**config.mk**
```make
export PLATFORM = sky130hd
export DESIGN_NAME = cla_serial_add_ctrl
export DESIGN_NICKNAME = d
export VERILOG_FILES = /design/src/rtl/cla_pkg.sv /design/src/rtl/cla4_slice.sv /design/src/rtl/cla_serial_add_ctrl.sv
export SDC_FILE = /design/constraint.sdc
export NUM_CORES = 1
export LEC_CHECK = 0
export BUFFER_PORTS_ARGS = -buffer_cell sky130_fd_sc_hd__buf_2
export CAP_MARGIN = 5
export CORE_ASPECT_RATIO = 1.2
export CORE_UTILIZATION = 40
export DETAILED_ROUTE_END_ITERATION = 16
export GPL_TIMING_DRIVEN = 0
export PLACE_DENSITY = 0.63
export SYNTH_ARGS = -nofsm -noshare
export SYNTH_HDL_FRONTEND = slang
export SYNTH_SLANG_ARGS = --single-unit
```
**constraint.sdc**
```tcl
create_clock -name clk -period 3.1 [get_ports clk]
set_input_delay 0.31 -clock clk [delete_from_list [all_inputs] [get_ports clk]]
set_output_delay 0.31 -clock clk [all_outputs]
set_load 0.02 [all_outputs]
```
**src/rtl/cla_pkg.sv**
```systemverilog
// Shared types and helpers for the nibble-serial carry-lookahead adder.
package cla_pkg;

  localparam int NIBBLE_W = 4;

  typedef enum logic [1:0] {
    IDLE = 2'd0,
    ADD  = 2'd1,
    DONE = 2'd2
  } state_t;

  // Bits needed to count n nibble cycles; never narrower than one bit.
  function automatic int clog2(input int n);
    int r;
    r = 0;
    for (int i = 0; i < 32; i++) begin
      if ((1 << r) < n) r++;
    end
    return (r < 1) ? 1 : r;
  endfunction

endpackage

```
**src/rtl/cla4_slice.sv**
```systemverilog
// Combinational 4-bit generate/propagate carry-lookahead slice; zero latency, no flow control.
// c3 is the carry into bit 3, exposed for signed-overflow detection.
module cla4_slice (
  input  logic [3:0] a,
  input  logic [3:0] b,
  input  logic       ci,
  output logic [3:0] s,
  output logic       c3,
  output logic       co
);

  logic [3:0] g;
  logic [3:0] p;
  logic       c1;
  logic       c2;

  assign g = a & b;
  assign p = a ^ b;

  assign c1 = g[0] | (p[0] & ci);
  assign c2 = g[1] | (p[1] & g[0]) | (p[1] & p[0] & ci);
  assign c3 = g[2] | (p[2] & g[1]) | (p[2] & p[1] & g[0]) | (p[2] & p[1] & p[0] & ci);
  assign co = g[3] | (p[3] & g[2]) | (p[3] & p[2] & g[1]) | (p[3] & p[2] & p[1] & g[0])
            | (p[3] & p[2] & p[1] & p[0] & ci);

  assign s = p ^ {c3, c2, c1, ci};

endmodule

```
**src/rtl/cla_serial_add_ctrl.sv**
```systemverilog
// Nibble-serial add/sub on one shared CLA slice; result valid WIDTH/4 edges after accept, held until res_ready.
// No new operands accepted until the result handshake. SIGNED_OVF_EN enables the ovf output.
module cla_serial_add_ctrl
  import cla_pkg::*;
#(
  parameter int WIDTH = 16
) (
  input  logic             clk,
  input  logic             rst_n,
  input  logic             start_valid,
  output logic             start_ready,
  input  logic [WIDTH-1:0] op_a,
  input  logic [WIDTH-1:0] op_b,
  input  logic             c_in,
  input  logic             sub,
  output logic             res_valid,
  input  logic             res_ready,
  output logic [WIDTH-1:0] sum,
  output logic             c_out,
  output logic             ovf
);

  localparam int NIBBLES = WIDTH / NIBBLE_W;
  localparam int CNT_W   = clog2(NIBBLES);

  if (((WIDTH % NIBBLE_W) != 0) || (WIDTH < 2 * NIBBLE_W)) begin : g_bad_width
    $error("cla_serial_add_ctrl: WIDTH must be a multiple of 4 and at least 8");
  end

  state_t             state_q, state_d;
  logic [WIDTH-1:0]   a_q, a_d;
  logic [WIDTH-1:0]   b_q, b_d;
  logic [WIDTH-1:0]   acc_q, acc_d;
  logic [WIDTH-1:0]   sum_q, sum_d;
  logic               carry_q, carry_d;
  logic               c_out_q, c_out_d;
  logic               ovf_q, ovf_d;
  logic [CNT_W-1:0]   cnt_q, cnt_d;

  logic [NIBBLE_W-1:0] slice_s;
  logic                slice_c3;
  logic                slice_co;
  logic                last_nibble;
  logic                unused_sig;

  cla4_slice u_slice (
    .a  (a_q[NIBBLE_W-1:0]),
    .b  (b_q[NIBBLE_W-1:0]),
    .ci (carry_q),
    .s  (slice_s),
    .c3 (slice_c3),
    .co (slice_co)
  );

  assign last_nibble = (cnt_q == CNT_W'(NIBBLES - 1));

  // The low nibble of acc is always shifted out before the result is formed.
`ifdef SIGNED_OVF_EN
  assign unused_sig = ^acc_q[NIBBLE_W-1:0];
`else
  assign unused_sig = ^{slice_c3, acc_q[NIBBLE_W-1:0]};
`endif

  always_comb begin
    state_d     = state_q;
    a_d         = a_q;
    b_d         = b_q;
    acc_d       = acc_q;
    sum_d       = sum_q;
    carry_d     = carry_q;
    c_out_d     = c_out_q;
    ovf_d       = ovf_q;
    cnt_d       = cnt_q;
    start_ready = 1'b0;
    res_valid   = 1'b0;

    unique case (state_q)
      IDLE: begin
        start_ready = 1'b1;
        if (start_valid) begin
          a_d     = op_a;
          b_d     = op_b ^ {WIDTH{sub}};
          carry_d = sub ? 1'b1 : c_in;
          cnt_d   = '0;
          state_d = ADD;
        end
      end
      ADD: begin
        // Result nibbles enter from the MSB side so the LSB ends up at bit 0.
        acc_d   = {slice_s, acc_q[WIDTH-1:NIBBLE_W]};
        a_d     = a_q >> NIBBLE_W;
        b_d     = b_q >> NIBBLE_W;
        carry_d = slice_co;
        cnt_d   = cnt_q + CNT_W'(1);
        if (last_nibble) begin
          sum_d   = acc_d;
          c_out_d = slice_co;
`ifdef SIGNED_OVF_EN
          ovf_d   = slice_c3 ^ slice_co;
`else
          ovf_d   = 1'b0;
`endif
          state_d = DONE;
        end
      end
      DONE: begin
        res_valid = 1'b1;
        if (res_ready) state_d = IDLE;
      end
      default: state_d = IDLE;
    endcase
  end

  always_ff @(posedge clk or negedge rst_n) begin
    if (!rst_n) begin
      state_q <= IDLE;
      a_q     <= '0;
      b_q     <= '0;
      acc_q   <= '0;
      sum_q   <= '0;
      carry_q <= 1'b0;
      c_out_q <= 1'b0;
      ovf_q   <= 1'b0;
      cnt_q   <= '0;
    end else begin
      state_q <= state_d;
      a_q     <= a_d;
      b_q     <= b_d;
      acc_q   <= acc_d;
      sum_q   <= sum_d;
      carry_q <= carry_d;
      c_out_q <= c_out_d;
      ovf_q   <= ovf_d;
      cnt_q   <= cnt_d;
    end
  end

  assign sum   = sum_q;
  assign c_out = c_out_q;
  assign ovf   = ovf_q;

endmodule

```
Word-level counts from Yosys, hierarchy flattened
Cells that the tools add are included.

Register bits: 70.

Eq/ne operators: 6. Reductions and logical operators: 5. Bitwise logic cells: 30. Multiplexer cells: 15. $add $sub $neg: 1.

Operator list (count): $pmux W16 S2 (2); $mux W16 (2); $and A1 B1 Y1 (16); $xor A16 B16 Y16 (1); $or A1 B1 Y1 (10); $mux W2 (4); $xor A4 B4 Y4 (2); $ne A2 B2 Y1 const B (3); $pmux W2 S3 (1); $and A4 B4 Y4 (1); $eq A2 B2 Y1 const B (2); $mux W1 (4); $pmux W2 S2 (1); $reduce_and A2 Y1 (2); $reduce_and A3 Y1 (1); $add A2 B1 Y2 const B (1); $eq A2 B1 Y1 const B (1); $logic_not A2 Y1 (1); $pmux W1 S2 (1); $reduce_bool A2 Y1 (1).

Longest topological paths before layout
Gate-level depths: netlist of the first run.

Depth after elaboration: 7. Gate-level depth with buffers: 7. Gate-level depth less buffers: 5.

By module
A second synthesis of the first run with hierarchy kept.

Cell total of the unflattened synthesis: 302. Area, all modules: 3156.8 um2.

By module, submodules not included: cla_serial_add_ctrl (times used 1, seq. area each 1651.6 um2, cells each 284, area each 3001.6 um2); cla4_slice (times used 1, seq. area each 0.0 um2, cells each 18, area each 155.1 um2).

Worst setup path after synthesis of the first run
No wires, ideal clock.

Path kind: register to register. Start point: reg a_q[0]. End point: reg sum_q[15], in the netlist sum[15]. Library setup time: 128 ps. Clock period less this slack: 1407 ps. Setup slack: 1693 ps. Arrival: 1280 ps. Cell stages (with the launch flop): 6. Cell sequence: dfrtp_1 > ha_1 > a211oi_1 > o21bai_1 > xnor2_1 > o21ai_0.

Cells in the longest elaborated chain, start to end: 5. Elaborated cells between the ends (all ways): 8.

Ends and longest elaborated chain: from (decl) (RTL line cla_serial_add_ctrl.sv:31) `logic [WIDTH-1:0] a_q, a_d;`; from (signal assigned) (RTL line cla_serial_add_ctrl.sv:117) `a_q <= '0;`; from (signal assigned) (RTL line cla_serial_add_ctrl.sv:127) `a_q <= a_d;`; $and A4 B4 Y4 / $xor A4 B4 Y4 (equally long branches) (RTL line cla4_slice.sv:17, cla4_slice.sv:18); $and A1 B1 Y1 (RTL line cla4_slice.sv:22) `assign c3 = g[2] | (p[2] & g[1]) | (p[2] & p[1] & g[0]) | (p[2] & p[1] & p[0] & ci);`; $or A1 B1 Y1 / $and A1 B1 Y1 (equally long branches) (RTL line cla4_slice.sv:22); $or A1 B1 Y1 (*) (RTL line cla4_slice.sv:22); $xor A4 B4 Y4 (*) (RTL line cla4_slice.sv:26) `assign s = p ^ {c3, c2, c1, ci};`; to (signal assigned) (RTL line cla_serial_add_ctrl.sv:130) `sum_q <= sum_d;`; to (decl) (RTL line cla_serial_add_ctrl.sv:34) `logic [WIDTH-1:0] sum_q, sum_d;`.

Mark *: on every way between the ends. The rest lies on a longest branch, timed or not. A chain may end at the register's enable or synchronous reset.

Worst setup path after layout of the first run
Start point: reg state_q[0]. End point: out res_valid.

Cells in the longest elaborated chain, start to end: 2.

Ends and longest elaborated chain: from (decl) (RTL line cla_serial_add_ctrl.sv:30) `state_t state_q, state_d;`; from (signal assigned) (RTL line cla_serial_add_ctrl.sv:126) `state_q <= state_d;`; $eq A2 B2 Y1 (RTL line cla_serial_add_ctrl.sv:77) `unique case (state_q)`; $mux W1 (RTL line cla_serial_add_ctrl.sv:77); to (decl) (RTL line cla_serial_add_ctrl.sv:16) `output logic res_valid,`.

No other way between the ends.

==> flow_metrics.tcl, run 1 <==
set metrics [dict create \
    cp_slowest_cell "clkbuf_1" \
    wl_per_cell_microns 14.91 \
    rrSetupSlack_ns 1.54 \
    dr.first_iter.drc_count 109 \
    fin_cells 471 \
    syn_inst 309 \
    crit_start "state_q[0]$_DFFE_PN0P_" \
    fin_nets 419 \
    seqPwrFrac 0.372 \
    drive_gt1_frac 0.2612 \
    hold_viol_final 0 \
    grtUsageTotal 0.1836 \
    syn_area_sq_um 3228 \
    r2r-start "a_q[0]$_DFFE_PN0P_" \
    remaining_drc_errors 10 \
    chipWidth_microns 84.01 \
    drv_slew 0 \
    grt-ovfl-total 0 \
    ys_ff_latch 66 \
    total_power_mw 4.041 \
    clockBufferDepth 2 \
    core_sq_um 7751 \
    crit_fanout 10 \
    layout_setup_ws_ns 1.140 \
    final_cell_mix "dfrtp_1 (66), buf_2 (62), nand2_1 (39), a21oi_1 (30), o21ai_0 (29)" \
    routed-via-count 2421 \
    worst_slew_pin_slew_ns 0.8355 \
    clk_latency_ns 0.33 \
    ys.flop_type "dfrtp_1" \
    synth_top_area_share 0.5116 \
    outcome "finished with violations" \
    p_comb_frac 0.444 \
    totalWireLength_microns 7024 \
    startpoint_type "register" \
    slew_headroom 0.4430 \
    rsz0062_at_grt "no" \
    cts_buffers 9 \
    antenna_cells 0 \
    dieHeight_microns 100.4 \
    leakage_nw 1.866 \
    arrival_ns 1.65 \
    grt_max_degree 67 \
    grt_pass1_wl_microns 12080 \
    synth.net_count 353 \
    crit_family "buffers and inverters" \
    finalCriticalPeriod_ns 1.960 \
    synth_area_per_cell_sq_um 10.45 \
    ctsHtreeMaxLevel 3 \
    worstPathCellList "buf_2, clkbuf_1, nand2b_1, inv_1, buf_2" \
    fin_tns_setup_ns 0 \
    io_buffers 55 \
    cts_resized 0 \
    peakVddDrop_v 0.0003760 \
    synthTopCellsByArea "dfrtp_1 (51%), a21oi_1 (4.7%), mux2_4 (4.7%), nand2_1 (4.5%), o21ai_0 (4.5%)" \
    fin_crit_sh 0.6324 \
    p_switching_mw 1.554 \
    crit_top_cell "buf_2" \
    cts_sinks 66 \
    fmax_ghz 0.5101 \
    rows 35 \
    place_inst 456 \
    synth-seq-area-share 0.5116 \
    min_path_type "input pin to asynchronous set/reset pin" \
    intPower_mw 2.487 \
    dpl_worst_slack_ns 1.503 \
    ant_nets 0 \
    first_pass_iters 12 \
    clk_pin_slew_ns 0.07 \
    pin_count 58 \
    dieArea_sq_um 8435 \
    synthArstFlopShare 1.000 \
    yosys_warnings 0 \
    cp.required_ns 2.79 \
    dp_hpwl_microns 4905 \
    ys_types 34 \
    power_density_nw_per_um2 1056 \
    power_frac_clock 0.184 \
    synth_largest_area_cell "dfrtp_1" \
    setup_viol 0 \
    path_class "register to primary output" \
    violations "design-rule violations" \
    start_util 0.4165 \
    layout-area-overhead-vs-synth_pct 18.49 \
    critPathBufInv 4 \
    synth-edff-count 0 \
    grt_pass1_vias 2427 \
    gp_congestion 0.7409 \
    crit_path_end_kind "primary output" \
    n_fill_cell 724 \
    drv_cap 0 \
    switching_share 0.3845 \
    layout_commonest_cell "dfrtp_1" \
    hold_buffers 0 \
    cts_setup_buffers 0 \
    max_stage_delay_ns 0.39 \
    ctsRootBufferMaster "clkbuf_8" \
    cts_tree "yes" \
    vias_per_cell 5.140 \
    clock_skew_ns 0.01075 \
    antenna_found_initial 0 \
]
==> path summary, 6_finish.rpt <==
| check | endpoint | depth (start not counted) |
|---|---|---|
| min in group clk | state_q[1]$_DFFE_PN0P_ | 2 |
| max in group asynchronous | b_q[2]$_DFFE_PN0P_ | 1 |
| setup / recovery | res_valid | 5 |
| hold reg to reg | acc_q[7]$_DFFE_PN0N_ | 2 |
| setup reg to reg | acc_q[15]$_DFFE_PN0N_ | 5 |
| hold / removal | a_q[0]$_DFFE_PN0P_ | 1 |
==> synthesized netlist by cell type, drive strengths merged, types with 8 or more instances <==
cell type	count
dfrtp	66
nand2	40
a21oi	30
o21ai	30
nor2b	24
buf	16
a22oi	15
mux2	12
xnor2	10
clkbuf	9
xor2	9
nor2	8
o22a	8
==> worst register-to-register path, cell delays in order (launching register included) <==
cell      delay (ns)
dfrtp_1         0.39
ha_1            0.29
a211oi_1        0.31
o21bai_1        0.15
xnor2_1         0.19
o21ai_0         0.11
==> sequential cells by signal (all words and copies together), names as in the netlist <==
register / flops
acc_q: 12
sum: 16
a_q: 16
state_q: 2
b_q: 16
c_out: 1
cnt_q: 2
carry_q: 1
==> area by class of cell <==
cell class / instances / area, sq um / area share
well taps: 92 / 115.1 / 0.03009
flip-flops and latches: 66 / 1652 / 0.4318
inverters: 5 / 18.77 / 0.004907
clock buffers: 13 / 168.9 / 0.04416
plain buffers: 25 / 148.9 / 0.03893
repair buffers: 55 / 277.8 / 0.07262
clock inverters: 2 / 35.03 / 0.009159
multi-input cells: 213 / 1409 / 0.3683
==> logic make-up (layout without fill, tap and decap cells) <==
family,Yosys count,in the layout,share of synthesized area
other,1,1,0.001162
flip-flops,66,66,0.5116
adder cells (fa/ha/maj),6,6,0.02558
buffers and inverters,30,100,0.05194
multiplexers,12,12,0.05349
XOR/XNOR,19,19,0.05155
AND/OR/NAND/NOR,81,81,0.1271
AO/OA/AOI/OAI,94,94,0.1775
==> layer usage <==
metal / part of all wire / wire length [microns] / global-route usage
met1: 0.46 / 3243 / 0.2342
met2: 0.48 / 3390 / 0.3077
met3: 0.040 / 280 / 0.03289
met4: 0.016 / 110 / 0.07958
met5: 0 / 0 / 0
==> per-stage QoR <==
step | utilization | hold WS (ns) | cell area, sq um
global placement | 0.4668 | 0.4599 | 3618
floorplan | - | 0.01441 | 3228
finish | 0.4935 | 0.09161 | 3825
detailed placement | 0.4672 | 0.4613 | 3621
CTS | 0.4935 | 0.1138 | 3825
global route | 0.4935 | 0.1494 | 3825
==> power by group through the flow <==
stage,Sequential (mW),Clock (mW),Combinational [mW]
3_5_place_dp,1.52,0,1.81
5_1_grt,1.55,0.800,2.04
3_3_place_gp,1.50,0,1.76
2_1_floorplan,1.57,0,1.24
6_report,1.50,0.745,1.79
4_1_cts,1.50,0.765,1.82
(Power assumes the default switching activity.)
==> inputs of run 2 (changes only) <==
--- a/config.mk
+++ b/config.mk
@@ -5,13 +5,14 @@
 export SDC_FILE = /design/constraint.sdc
 export NUM_CORES = 1
 export LEC_CHECK = 0
+export ABC_AREA = 1
 export BUFFER_PORTS_ARGS = -buffer_cell sky130_fd_sc_hd__buf_2
 export CAP_MARGIN = 5
 export CORE_ASPECT_RATIO = 1.2
 export CORE_UTILIZATION = 40
 export DETAILED_ROUTE_END_ITERATION = 16
 export GPL_TIMING_DRIVEN = 0
-export PLACE_DENSITY = 0.63
+export PLACE_DENSITY = 0.64
 export SYNTH_ARGS = -nofsm -noshare
 export SYNTH_HDL_FRONTEND = slang
 export SYNTH_SLANG_ARGS = --single-unit
==> constraint.sdc (replaced) <==
create_clock -name clk -period 1.85 [get_ports clk]
set_input_delay 0.185 -clock clk [delete_from_list [all_inputs] [get_ports clk]]
set_output_delay 0.185 -clock clk [all_outputs]
set_load 0.02 [all_outputs]
==> run 2 against run 1 <==
Effect of this change: the run now ends clean; global-route usage down 0.63 points; count of clock-buffer cells in the layout up 1; setup slack worse by 0.78 ns; via count down 6.0%; sequential cell count unchanged; sequential share of layout area up 2.2 points; die area down 5.5%; synthesized cell count up 2.9%; critical endpoint is now acc_q[14]$_DFFE_PN0N_; largest power group unchanged.
==> flow_metrics.tcl, run 2 <==
set metrics [dict create \
    leakage_nw 1.836 \
    max_stage_delay_ns 0.40 \
    layout_setup_ws_ns 0.3600 \
    worst_slew_pin_slew_ns 0.8554 \
    dp_hpwl_microns 4375 \
    crit_fanout 4 \
    fin_area_sq_um 3643 \
    grtUsageTotal 0.1773 \
    startpoint_type "register" \
    start_util 0.4162 \
    ys_ff_latch 66 \
    routed-via-count 2275 \
    syn_inst 318 \
    dieHeight_microns 97.59 \
    intPower_mw 3.770 \
    io_buffers 55 \
    antenna_found_initial 0 \
    power_density_nw_per_um2 1716 \
    drv_slew 0 \
    first_pass_iters 4 \
    whs_ns 0.02886 \
    synthArstFlopShare 1.000 \
    synth_area_per_cell_sq_um 9.577 \
    yosys.cell_count.top_type "nand2_1" \
    cp.required_ns 2.08 \
    dpl_worst_slack_ns 0.3806 \
    cts_setup_buffers 0 \
    p_comb_frac 0.429 \
    ctsRootBufferMaster "clkbuf_8" \
    syn_area_sq_um 3045 \
    remaining_drc_errors 0 \
    totalWireLength_microns 6216 \
    vias_per_cell 4.740 \
    drive_gt1_frac 0.2667 \
    layout-area-overhead-vs-synth_pct 19.64 \
    grt-ovfl-total 0 \
    rrSetupSlack_ns 0.36 \
    arrival_ns 1.72 \
    antenna_cells 0 \
    cts_resized 0 \
    crit_path_end_kind "register" \
    ctsHtreeMaxLevel 3 \
    synthTopCellsByCount "nand2_1 (95), dfrtp_1 (66), inv_1 (26)" \
    slew_headroom 0.4298 \
    core_sq_um 7317 \
    finalCriticalPeriod_ns 1.490 \
    worstPathCellList "ha_1, or2_2, a21o_1, nand3_1, nand2_1" \
    synth-edff-count 0 \
    rows 34 \
    fin_crit_sh 0.8054 \
    grt_pass1_vias 2302 \
    min_path_type "input pin to register" \
    wl_per_cell_microns 12.95 \
    seqPwrFrac 0.377 \
    ys.flop_type "dfrtp_1" \
    rsz0062_at_grt "no" \
    cp_slowest_cell "dfrtp_1" \
    dieArea_sq_um 7968 \
    chipWidth_microns 81.66 \
    hold_buffers 1 \
    yosys_warnings 0 \
    cts_tree "yes" \
    clk_pin_slew_ns 0.07 \
    place_inst 463 \
    cts_sinks 66 \
    final_cell_mix "nand2_1 (95), dfrtp_1 (66), buf_2 (61), inv_1 (26), o21ai_0 (23)" \
    synth-seq-area-share 0.5423 \
    clock_skew_ns 0.008855 \
    synthTopCellsByArea "dfrtp_1 (54%), nand2_1 (12%), xnor2_1 (4.0%), o21ai_0 (3.8%), inv_1 (3.2%)" \
    clk_latency_ns 0.34 \
    cts_buffers 9 \
    clockBufferDepth 2 \
    grt_max_degree 67 \
    peakVddDrop_v 0.0008463 \
    fin_nets 429 \
    crit_family "simple AND/OR/NAND/NOR gates" \
    drv_cap 0 \
    pin_count 58 \
    p_switching_mw 2.484 \
    gp_congestion 0.7617 \
    placed_cell_area_sq_um 3436 \
    setup_viol 0 \
    synth.net_count 362 \
    outcome "completed" \
    grt_pass1_wl_microns 10550 \
    power_frac_clock 0.194 \
    switching_share 0.3972 \
    finalCoreUtilization 0.4979 \
    hold_viol_final 0 \
    fin_tns_setup_ns 0 \
    critPathBufInv 0 \
    synth_largest_area_cell "dfrtp_1" \
    synth_top_area_share 0.5423 \
    layout_commonest_cell "nand2_1" \
    fmax_ghz 0.6711 \
    path_class "register to register" \
    dr.first_iter.drc_count 79 \
    ant_nets 0 \
    total_power_mw 6.253 \
    ys_types 34 \
    fin_cells 480 \
]
[run 2: changes by cell type after synthesis, moves of 10 or more]
| cell | previous run | this run |
|---|---|---|
| nand3_1 | 0 | 14 |
| a21oi_1 | 30 | 2 |
| nand2_1 | 39 | 95 |
| nor2b_1 | 23 | 0 |
| inv_1 | 5 | 26 |
| mux2_4 | 10 | 0 |
[run 2: layer usage]
metal  up-vias  track usage  share of wire
met2        62       0.2756           0.47
met4         0      0.09447          0.023
met5         -            0              0
met3        12      0.03662          0.043
li1       1158            -              -
met1      1043       0.2275           0.46
[run 2: worst register-to-register path, cell delays in order, from the launching register on]
cell,delay [ns]
dfrtp_1,0.40
ha_1,0.35
or2_2,0.32
a21o_1,0.20
nand3_1,0.06
nand2_1,0.05
[run 2: worst paths after layout]
path / startpoint / endpoint / cells after the start
setup / recovery: a_q[1]$_DFFE_PN0P_ / acc_q[14]$_DFFE_PN0N_ / 5
hold / removal: res_ready / state_q[1]$_DFFE_PN0P_ / 2
setup reg to reg: a_q[1]$_DFFE_PN0P_ / acc_q[14]$_DFFE_PN0N_ / 5
hold reg to reg: sum[1]$_DFFE_PN0P_ / sum[1]$_DFFE_PN0P_ / 2
max in group asynchronous: rst_n / sum[4]$_DFFE_PN0P_ / 2
min in group asynchronous: rst_n / sum[7]$_DFFE_PN0P_ / 2
[run 2: cell families after synthesis]
group / synth area share
DFF: 0.5423
xor gates and xnor gates: 0.04889
adders and majority gates: 0.02712
and+or+nand+nor: 0.1660
buffers and inverters: 0.08586
other: 0.001231
AOI/OAI and AO/OA: 0.1286
[run 2: power by group through the flow]
stage	Clock, mW	Combinational (mW)	Sequential (mW)
finish	1.21	2.68	2.36
global route	1.32	3.03	2.44
CTS	1.26	2.72	2.36
detailed placement	0	2.71	2.39
global placement	0	2.65	2.37
floorplan	0	1.83	2.51
[run 2: final cells by class]
cell class	count	area, sq um
multi-input cells	205	1132
repair buffers	56	287.8
plain buffers	16	137.6
well taps	90	112.6
clock inverters	2	35.03
flip-flops and latches	66	1652
fillers	739	3674
clock buffers	14	162.7
inverters	31	123.9
==> inputs of run 3 (changes only) <==
==> constraint.sdc (replaced) <==
create_clock -name clk -period 1.4 [get_ports clk]
set_input_delay 0.14 -clock clk [delete_from_list [all_inputs] [get_ports clk]]
set_output_delay 0.14 -clock clk [all_outputs]
set_load 0.02 [all_outputs]
==> run 3 against run 2 <==
Effect of this change: non-clock buffer count increased by 11; clock skew about the same; count of clock-buffer cells in the layout unchanged; die area unchanged; via count increased by 2.6%; fmax increased by 8.4%; critical endpoint is now sum[15]$_DFFE_PN0P_.
==> flow_metrics.tcl, run 3 (same netlist as run 2, synthesis figures left out) <==
set metrics [dict create \
    outcome "completed" \
    routed-via-count 2334 \
    startpoint_type "register" \
    r2r-start "b_q[1]$_DFFE_PN0P_" \
    finalCriticalPeriod_ns 1.374 \
    start_util 0.4162 \
    min_from "op_a[6]" \
    dpl_worst_slack_ns -0.06944 \
    crit_start "b_q[1]$_DFFE_PN0P_" \
    vias_per_cell 4.754 \
    wl_met2_microns 3095 \
    final_cell_mix "nand2_1 (95), dfrtp_1 (65), buf_2 (61), inv_1 (26), o21ai_0 (21)" \
    path_class "register to register" \
    totalWireLength_microns 6461 \
    cts_sinks 66 \
    crit_family "simple AND/OR/NAND/NOR gates" \
    crit_path_end_kind "register" \
    power_density_nw_per_um2 2285 \
    drv_slew 0 \
    rsz0062_at_grt "yes" \
    arrival_ns 1.61 \
    p_comb_frac 0.450 \
    dieHeight_microns 97.59 \
    route.top_layer_used "met4" \
    dieArea_sq_um 7968 \
    clockBufferDepth 2 \
    ctsRootBufferMaster "clkbuf_8" \
    antenna_cells 0 \
    peakVddDrop_v 0.001106 \
    grt-ovfl-total 0 \
    cp.required_ns 1.63 \
    layout_commonest_cell "nand2_1" \
    leakage_nw 1.900 \
    n_fill_cell 725 \
    met3WireLength_microns 307 \
    drv_cap 0 \
    wl_per_cell_microns 13.16 \
    clock_skew_ns 0.009008 \
    grt_max_degree 67 \
    cts_buffers 9 \
    drt-met1-wl_microns 2908 \
    grt_pass1_wl_microns 10740 \
    layout_setup_ws_ns 0.02595 \
    fin_crit_sh 0.9815 \
    clk_latency_ns 0.34 \
    pin_count 58 \
    setup_viol 0 \
    io_buffers 55 \
    first_pass_iters 4 \
    fin_nets 440 \
    power_frac_clock 0.185 \
    antenna_found_initial 0 \
    core_sq_um 7317 \
    ctsHtreeMaxLevel 3 \
    dp_hpwl_microns 4375 \
    chipWidth_microns 81.66 \
    crit_fanout 3 \
    slew_headroom 0.4399 \
    clk_pin_slew_ns 0.07 \
    drive_gt1_frac 0.2918 \
    gp_congestion 0.7617 \
    layout-area-overhead-vs-synth_pct 24.57 \
    ant_nets 0 \
    min_path_type "input pin to register" \
    worstPathCellList "ha_4, buf_6, nand4_1, nand2_1, nand2_1, nand3_1, nand2_1" \
    switching_share 0.3951 \
    rows 34 \
    grt_pass1_vias 2328 \
    seqPwrFrac 0.365 \
    crit_top_cell "nand2_1" \
    max_stage_delay_ns 0.42 \
    grtUsageTotal 0.1808 \
    cp_slowest_cell "dfrtp_1" \
    p_switching_mw 3.425 \
    critPathBufInv 1 \
    hold_viol_final 0 \
    remaining_drc_errors 0 \
    cts_tree "yes" \
    worst_slew_pin_slew_ns 0.8402 \
    fmax_ghz 0.7278 \
    fin_tns_setup_ns 0 \
    dr.first_iter.drc_count 82 \
    intPower_mw 5.245 \
]
run 3: cell count changes in the layout (fill, tap and decap cells not counted), sizes merged:
cell	previous run	this run
buf	71	78
dlygate4sd3	1	5
run 3: final timing paths:
kind,slack (ns),cells past startpoint,to
worst max register to register,0.03,7,sum[15]$_DFFE_PN0P_
min in group asynchronous,0.44,2,sum[7]$_DFFE_PN0P_
worst min register to register,0.46,2,sum[1]$_DFFE_PN0P_
worst max-delay path,0.03,7,sum[15]$_DFFE_PN0P_
worst min-delay path,0.02,3,a_q[6]$_DFFE_PN0P_
max in group asynchronous,0.36,2,state_q[0]$_DFFE_PN0P_
run 3: final cells by class:
type                            count  area [sq um]  share of cell area
Sequential cell                    66          1653              0.4357
Multi-Input combinational cell    205          1185              0.3123
Timing Repair Buffer               67         384.1              0.1013
Clock buffer                       14         162.7             0.04288
Buffer                             16         137.6             0.03628
Inverter                           31         123.9             0.03265
Tap cell                           90         112.6             0.02968
Clock inverter                      2         35.03            0.009235
run 3: power by group through the flow:
stage          sequential, mW  combinational, mW  clock (mW)
2_1_floorplan            3.31               2.42           0
3_3_place_gp             3.13               3.51           0
3_5_place_dp             3.15               3.59           0
4_1_cts                  3.15               3.74        1.66
5_1_grt                  3.26               4.35        1.74
6_report                 3.16               3.91        1.60
run 3: worst register-to-register path: stages, from the launching register on:
cell and delay, ns:
dfrtp_1 0.42, ha_4 0.30, buf_6 0.10, nand4_1 0.16
nand2_1 0.10, nand2_1 0.06, nand3_1 0.08, nand2_1 0.05
run 3: timing repair:
action | 4_1_cts | 5_1_grt
setup buffers | 2 | 5
hold buffers | 5 | 0
resized for setup | 3 | 9
endpoints found under the hold margin | 70 | 0
pin swaps | 1 | 7
endpoints found under the setup margin | 6 | 27
run 3: metal layers:
metal / vias up / track usage
li1: 1182 / -
met1: 1073 / 0.2307
met2: 66 / 0.2833
met3: 13 / 0.03662
met4: 0 / 0.09582
met5: - / 0
run 3: metrics by stage:
step	hold slack, ns	power, mW	cell area (sq um)	utilization	instances
floorplan	-0.1556	5.730	3045	-	318
global placement	0.3339	6.637	3433	0.4692	463
detailed placement	0.3022	6.739	3436	0.4696	463
CTS	0.005761	8.546	3731	0.5099	486
global route	0.01192	9.352	3794	0.5185	491
finish	0.01743	8.670	3794	0.5185	491
